[src/rtl/button_event_decoder_if.sv]
// Button decoder bus: timebase/enable/level in, event strobes out.
// release and repeat are SV keywords, hence the _ev suffix on those two strobes.
interface button_event_decoder_if;
   logic tick;
   logic en;
   logic btn;
   logic press;
   logic release_ev;
   logic long_press;
   logic repeat_ev;
   logic step;
   logic held;

   modport master (
      output tick, en, btn,
      input  press, release_ev, long_press, repeat_ev, step, held
   );

   modport slave (
      input  tick, en, btn,
      output press, release_ev, long_press, repeat_ev, step, held
   );
endinterface

[src/rtl/button_event_decoder.sv]
// Turns a debounced button level into press/release/long-press/auto-repeat
// strobes, counting hold time in timebase ticks rather than clock cycles.
module button_event_decoder #(
   parameter int CNT_W        = 8,
   parameter int LONG_TICKS   = 50,
   parameter int REPEAT_TICKS = 10
) (
   input logic              clk,
   input logic              rst,
   button_event_decoder_if.slave bus
);

   typedef enum logic [1:0] {IDLE, PRESSED, HELD} state_t;

   localparam logic [CNT_W-1:0] LONG_LAST   = CNT_W'(LONG_TICKS - 1);
   localparam logic [CNT_W-1:0] REPEAT_LAST = CNT_W'(REPEAT_TICKS - 1);

   state_t           state;
   logic [CNT_W-1:0] cnt;
   logic             btn_q;
   logic             press_r, release_r, long_r, repeat_r, step_r, held_r;

   // btn_q resets high so a button held through reset must be seen low before it can press.
   always_ff @(posedge clk or posedge rst) begin
      if (rst) begin
         state     <= IDLE;
         cnt       <= '0;
         btn_q     <= 1'b1;
         press_r   <= 1'b0;
         release_r <= 1'b0;
         long_r    <= 1'b0;
         repeat_r  <= 1'b0;
         step_r    <= 1'b0;
         held_r    <= 1'b0;
      end else begin
         btn_q     <= bus.btn;
         press_r   <= 1'b0;
         release_r <= 1'b0;
         long_r    <= 1'b0;
         repeat_r  <= 1'b0;
         step_r    <= 1'b0;
         held_r    <= 1'b0;
         if (!bus.en) begin
            state <= IDLE;
            cnt   <= '0;
         end else begin
            case (state)
               IDLE: begin
                  if (bus.btn && !btn_q) begin
                     state   <= PRESSED;
                     cnt     <= '0;
                     press_r <= 1'b1;
                     step_r  <= 1'b1;
                  end
               end
               PRESSED: begin
                  if (!bus.btn) begin
                     state     <= IDLE;
                     cnt       <= '0;
                     release_r <= 1'b1;
                  end else if (bus.tick) begin
                     if (cnt == LONG_LAST) begin
                        state  <= HELD;
                        cnt    <= '0;
                        long_r <= 1'b1;
                        held_r <= 1'b1;
                     end else begin
                        cnt <= cnt + 1'b1;
                     end
                  end
               end
               HELD: begin
                  if (!bus.btn) begin
                     state     <= IDLE;
                     cnt       <= '0;
                     release_r <= 1'b1;
                  end else begin
                     held_r <= 1'b1;
                     if (bus.tick) begin
                        if (cnt == REPEAT_LAST) begin
                           cnt      <= '0;
                           repeat_r <= 1'b1;
                           step_r   <= 1'b1;
                        end else begin
                           cnt <= cnt + 1'b1;
                        end
                     end
                  end
               end
               default: begin
                  state <= IDLE;
                  cnt   <= '0;
               end
            endcase
         end
      end
   end

   assign bus.press      = press_r;
   assign bus.release_ev = release_r;
   assign bus.long_press = long_r;
   assign bus.repeat_ev  = repeat_r;
   assign bus.step       = step_r;
   assign bus.held       = held_r;

endmodule

[src/flat_wrapper.sv]
// flat-port wrapper written by rule: the top's interface ports become plain ports
module button_event_decoder_flat 
#(
   parameter int CNT_W        = 8,
   parameter int LONG_TICKS   = 50,
   parameter int REPEAT_TICKS = 10
)
  (clk, rst, bus_tick, bus_en, bus_btn, bus_press, bus_release_ev, bus_long_press, bus_repeat_ev, bus_step, bus_held);
  button_event_decoder_if bus_i ();
  input logic clk;
  input logic rst;
  input wire logic [$bits(bus_i.tick)-1:0] bus_tick;
  input wire logic [$bits(bus_i.en)-1:0] bus_en;
  input wire logic [$bits(bus_i.btn)-1:0] bus_btn;
  output wire logic [$bits(bus_i.press)-1:0] bus_press;
  output wire logic [$bits(bus_i.release_ev)-1:0] bus_release_ev;
  output wire logic [$bits(bus_i.long_press)-1:0] bus_long_press;
  output wire logic [$bits(bus_i.repeat_ev)-1:0] bus_repeat_ev;
  output wire logic [$bits(bus_i.step)-1:0] bus_step;
  output wire logic [$bits(bus_i.held)-1:0] bus_held;
  assign bus_i.tick = bus_tick;
  assign bus_i.en = bus_en;
  assign bus_i.btn = bus_btn;
  assign bus_press = bus_i.press;
  assign bus_release_ev = bus_i.release_ev;
  assign bus_long_press = bus_i.long_press;
  assign bus_repeat_ev = bus_i.repeat_ev;
  assign bus_step = bus_i.step;
  assign bus_held = bus_i.held;
  button_event_decoder #(.CNT_W(CNT_W), .LONG_TICKS(LONG_TICKS), .REPEAT_TICKS(REPEAT_TICKS)) u_core (.clk(clk), .rst(rst), .bus(bus_i));
endmodule
[config.mk]
export PLATFORM = sky130hd
export DESIGN_NAME = button_event_decoder_flat
export DESIGN_NICKNAME = d
export VERILOG_FILES = /design/src/rtl/button_event_decoder_if.sv /design/src/rtl/button_event_decoder.sv /design/src/flat_wrapper.sv
export SDC_FILE = /design/constraint.sdc
export NUM_CORES = 1
export LEC_CHECK = 0
export ABC_AREA = 1
export CAP_MARGIN = 20
export CORE_MARGIN = 2
export CORE_UTILIZATION = 32
export DETAILED_ROUTE_END_ITERATION = 12
export PLACE_DENSITY = 0.5
export SLEW_MARGIN = 10
export SYNTH_ARGS = -nofsm -noshare
export SYNTH_HDL_FRONTEND = slang
export SYNTH_SLANG_ARGS = --single-unit
export TNS_END_PERCENT = 10
[constraint.sdc]
create_clock -name clk -period 2.75 [get_ports clk]
set_clock_uncertainty 0.2 [all_clocks]
set_input_delay 0.275 -clock clk [delete_from_list [all_inputs] [get_ports clk]]
set_output_delay 0.275 -clock clk [all_outputs]
set_load 0.01 [all_outputs]
# Word level (Yosys, flattened, before mapping)
# Cells that the tools add are included.
word_totals:
  elab_cells: 62
  out_inout_bits: 6
  ff_bits: 17
  inputBits: 5
classes:
  n_mux: 37
  reduce_logical: 6
  add_sub_neg: 1
  eq_ne: 9
op_table:
  columns: ["operator", "n"]
  rows:
  - ["8-bit 2-to-1 mux", 8]
  - ["8-bit one-hot mux with 3 select lines", 1]
  - ["1-bit 2-to-1 mux", 19]
  - ["2-bit 2-to-1 mux", 6]
  - ["8-bit by 1-bit adder with 8-bit output, second input constant", 1]
  - ["8-bit by 4-bit equality test with 1-bit output, second input constant", 1]
  - ["8-bit by 6-bit equality test with 1-bit output, second input constant", 1]
  - ["4-bit inequality test, second input constant", 2]
  - ["2-bit one-hot mux with 3 select lines", 1]
  - ["4-bit by 3-bit inequality test with 1-bit output, second input constant", 1]
  - ["1-bit one-hot mux with 2 select lines", 2]
  - ["4-bit AND reduction", 1]
  - ["3-bit by 2-bit inequality test with 1-bit output, second input constant", 1]
  - ["3-bit inequality test, second input constant", 1]
  - ["3-bit AND reduction", 1]
  - ["2-bit by 1-bit equality test with 1-bit output, second input constant", 1]
  - ["2-bit equality test, second input constant", 1]
  - ["2-bit logical NOT", 1]
  - ["2-bit OR reduction", 1]
  - ["1-bit logical AND", 1]
  - ["1-bit logical NOT", 1]

# Depth between registers and ports, before layout
depth:
  word_depth: 6
  depth_mapped: 10
  ltp_nobuf: 10

# Least setup slack after synthesis
# Ideal clock, no wire load.
synth_path:
  path_kind: "register to register"
  from: "reg u_core.state[1]"
  to: "reg u_core.cnt[3]"
  t_arrival_ns: 1.196
  required_ns: 2.426
  setup_slack_ns: 1.230
  stages_incl_launch_ff: 9
  path_buffers: 0
  cell_sequence: "dfrtp_1 inv_1 ha_1 nand2_1 nor2_4 nand3b_4 nor2_1 nor2_2 a21oi_1"
synth_between:
  elab_chain_len: 3
synth_lines:
  columns: ["element", "line", "source"]
  rows:
  - ["start, declared", "button_event_decoder.sv:18", "state_t state;"]
  - ["start signal, assigned", "button_event_decoder.sv:26", "state <= IDLE;"]
  - ["start signal, assigned", "button_event_decoder.sv:44", "state <= IDLE;"]
  - ["start signal, assigned", "button_event_decoder.sv:50", "state <= PRESSED;"]
  - ["2-bit equality test, or another cell as far along", "button_event_decoder.sv:47", "case (state)"]
  - ["4-bit inequality test (no line), or another cell as far along", null, null]
  - ["3-bit AND reduction (no line) / 8-bit 2-to-1 mux (equally long branches)", null, null]
  - ["end signal, assigned", "button_event_decoder.sv:68", "cnt <= cnt + 1'b1;"]
  - ["end signal, assigned", "button_event_decoder.sv:85", "cnt <= cnt + 1'b1;"]
  - ["end, declared", "button_event_decoder.sv:19", "logic [CNT_W-1:0] cnt;"]
# Parallel ways exist; a longest one is shown, timed or not.
# A chain may end at the register's enable or synchronous reset.

# Worst setup path in the final report
layout_path:
  from: "reg u_core.state[0]"
  to: "reg u_core.cnt[0]"
# Same word-level chain as after synthesis.

==> results.md <==
- N_diodes: 0
- TritonCTS Buffers: 3
- # resized after CTS: 0
- Post-CTS Setup Bufs: 0
- Final hold violation count: 0
- Initial antenna violation count: 0
- Filler instances: 330
- Rows: 20
- Mapped Nets: 133
- Critical path type: register to register
- RSZ-0062 raised after global routing: false
- H-tree Lvls: 1
- Die Wd: 60.7 um
- Die Span Y: 60.7 um
- P_leak: 0.000571 uW
- Final WS setup: 0.992 ns
- Mapped Cells: 122
- Vias in the first global route: 793
- Synthesized flop and latch total: 17
- Via/cell ratio: 4.36
- Tot Pwr: 567 uW
- Drc violations: 0
- Most common cell after layout, fill and taps aside: nand2_1
- Seq. cell area: 427 sq um
- Post-CTS Hold Fix Bufs: 0
- Area growth syn-to-layout: 17.7%
- DRT Pass-1 Iters: 4
- First-pass GRT wire length: 3540 um
- Max_slew headroom: 56.0%
- Final Cell Area: 1210 sq um
- Peak supply drop: 0.244 mV
- DR vias: 784
- Area of placed instances: 1180 sq um
- Fraction of layout cells with a size suffix above 1: 17.6%
- Highest Clock Rate: 0.569 GHz
- Final Wtd Congestion: 0.767
- Maxcap violations: 0
- Total GRT Usage: 13.0%
- CP Capture Type: register
- Post-route ant nets: 0
- Layout Nets: 148
- GR Overflow Total: 0
- TritonCTS clock tree: yes
- # port buffers: 10
- Reg2reg path depth: 8
- Worst reg2reg setup slack: 0.99 ns
- Minimum clock period: 1.76 ns
- CP max FO: 6
- # clock sinks: 17
- Dpl hpwl: 1500 um
- Final hold slack: 0.149 ns
- Critical path data arrival time: 1.79 ns
- Synth Area per Inst: 8.44 sq um
- Pin count of the biggest net entering global routing: 18
- Setup violations, final: 0
- Startpoint Class: register
- Power Density: 468 nW/um^2
- Final wirelength: 1950 um
- Synth Warn #: 0
- # IOs: 11
- Worst-Margin Slew: 0.659 ns
- Root buffer cell: clkbuf_4
- Deepest clock path buffer count: 2
- Worst path required time: 2.78 ns
- Starting density of the core: 33.7%
- Setup WS pre-CTS: 0.821 ns
- Cell area after synthesis: 1030 sq um
- Reg clk slew, reported paths: 0.11 ns
- Worst skew pair latency: 0.30 ns
- Drt initial violations: 24
- Area of the multi-input gates: 524 sq um
- Setup TNS: 0 ns
- Synth cell types: 24
- Worst hold path class: input pin to asynchronous set/reset pin
- Outcome: finished, final reports clean
- Wire per inst: 10.9 um
- Area of the core: 3050 sq um
- Sequential element share of the synthesized area: 41.4%
- Max Slew Vio Count: 0
- Most frequent cells in the layout: 21 x nand2_1, 20 x inv_1, 16 x dfrtp_1
- Die area: 3690 sq um
- Crit share post-route: 63.9%
==> kinds of logic after synthesis <==
group | share of synthesized area [%]
buffers and inverters | 7.65
and+or+nand+nor | 34.0
xor gates and xnor gates | 0.851
AOI/OAI and AO/OA | 8.75
DFF | 41.4
adders and majority gates | 7.29
==> critical path, cell delays in order, from the launching register on <==
cell and delay [ns]:
dfrtp_1 0.42, inv_1 0.12, ha_1 0.26, nand2_1 0.07, inv_1 0.07, o21ai_1 0.06, nand2_1 0.23, nand3_4 0.14
a21oi_2 0.13
==> final timing paths <==
check                                             from                        endpoint
max                        u_core.state[0]$_DFFE_PP0P_       u_core.cnt[0]$_DFFE_PP0P_
min                                                rst  u_core.bus.repeat_ev$_DFF_PP0_
max reg2reg                u_core.state[0]$_DFFE_PP0P_       u_core.cnt[0]$_DFFE_PP0P_
min reg2reg                  u_core.cnt[1]$_DFFE_PP0P_       u_core.cnt[1]$_DFFE_PP0P_
max in group asynchronous                          rst       u_core.bus.held$_DFF_PP0_
min in group clk                               bus_btn          u_core.btn_q$_DFF_PP1_
==> synthesized netlist by cell type (all sizes together) <==
master  count  share of area, %
nand2      25                10
inv        21               7.7
nor2       20                11
dfrtp      16                39
nand3      15                10
a21oi       8               4.3
ha          6               7.3
o21ai       4               2.7
a21boi      2               1.8
nand4       2               1.2
dfstp       1               2.6
nand3b      1               1.9
xor2        1              0.85
==> flip-flops by register name, indices dropped and copies added, names as in the netlist <==
| signal | flops |
|---|---|
| u_core.btn_q | 1 |
| u_core.bus.long_press | 1 |
| u_core.state | 2 |
| u_core.cnt | 8 |
| u_core.bus.press | 1 |
| u_core.bus.held | 1 |
| u_core.bus.step | 1 |
| u_core.bus.release_ev | 1 |
| u_core.bus.repeat_ev | 1 |
==> routing by layer <==
layer | global-route usage (%) | wire length (um)
met1 | 16.6 | 958
met2 | 20.7 | 885
met3 | 4.90 | 89
met4 | 3.73 | 19
met5 | 0 | 0
==> metrics by stage <==
step                std cells  utilization, %
CTS                       180            39.7
finish                    180            39.7
floorplan                 122               -
global route              180            39.7
detailed placement        176            38.8
global placement          176            38.8
==> power by group <==
part	internal [uW]	switching [uW]
Sequential	265	12.1
Clock	54.2	85.2
Combinational	56.2	94.6
==> area by class of cell <==
cell class / instances / share of cell area, %
Clock inverter: 1 / 0.413
Inverter: 21 / 6.50
Sequential cell: 17 / 35.2
Timing Repair Buffer: 10 / 8.26
Clock buffer: 3 / 1.86
Tap cell: 44 / 4.54
Multi-Input combinational cell: 84 / 43.2
(Power assumes the default switching activity.)
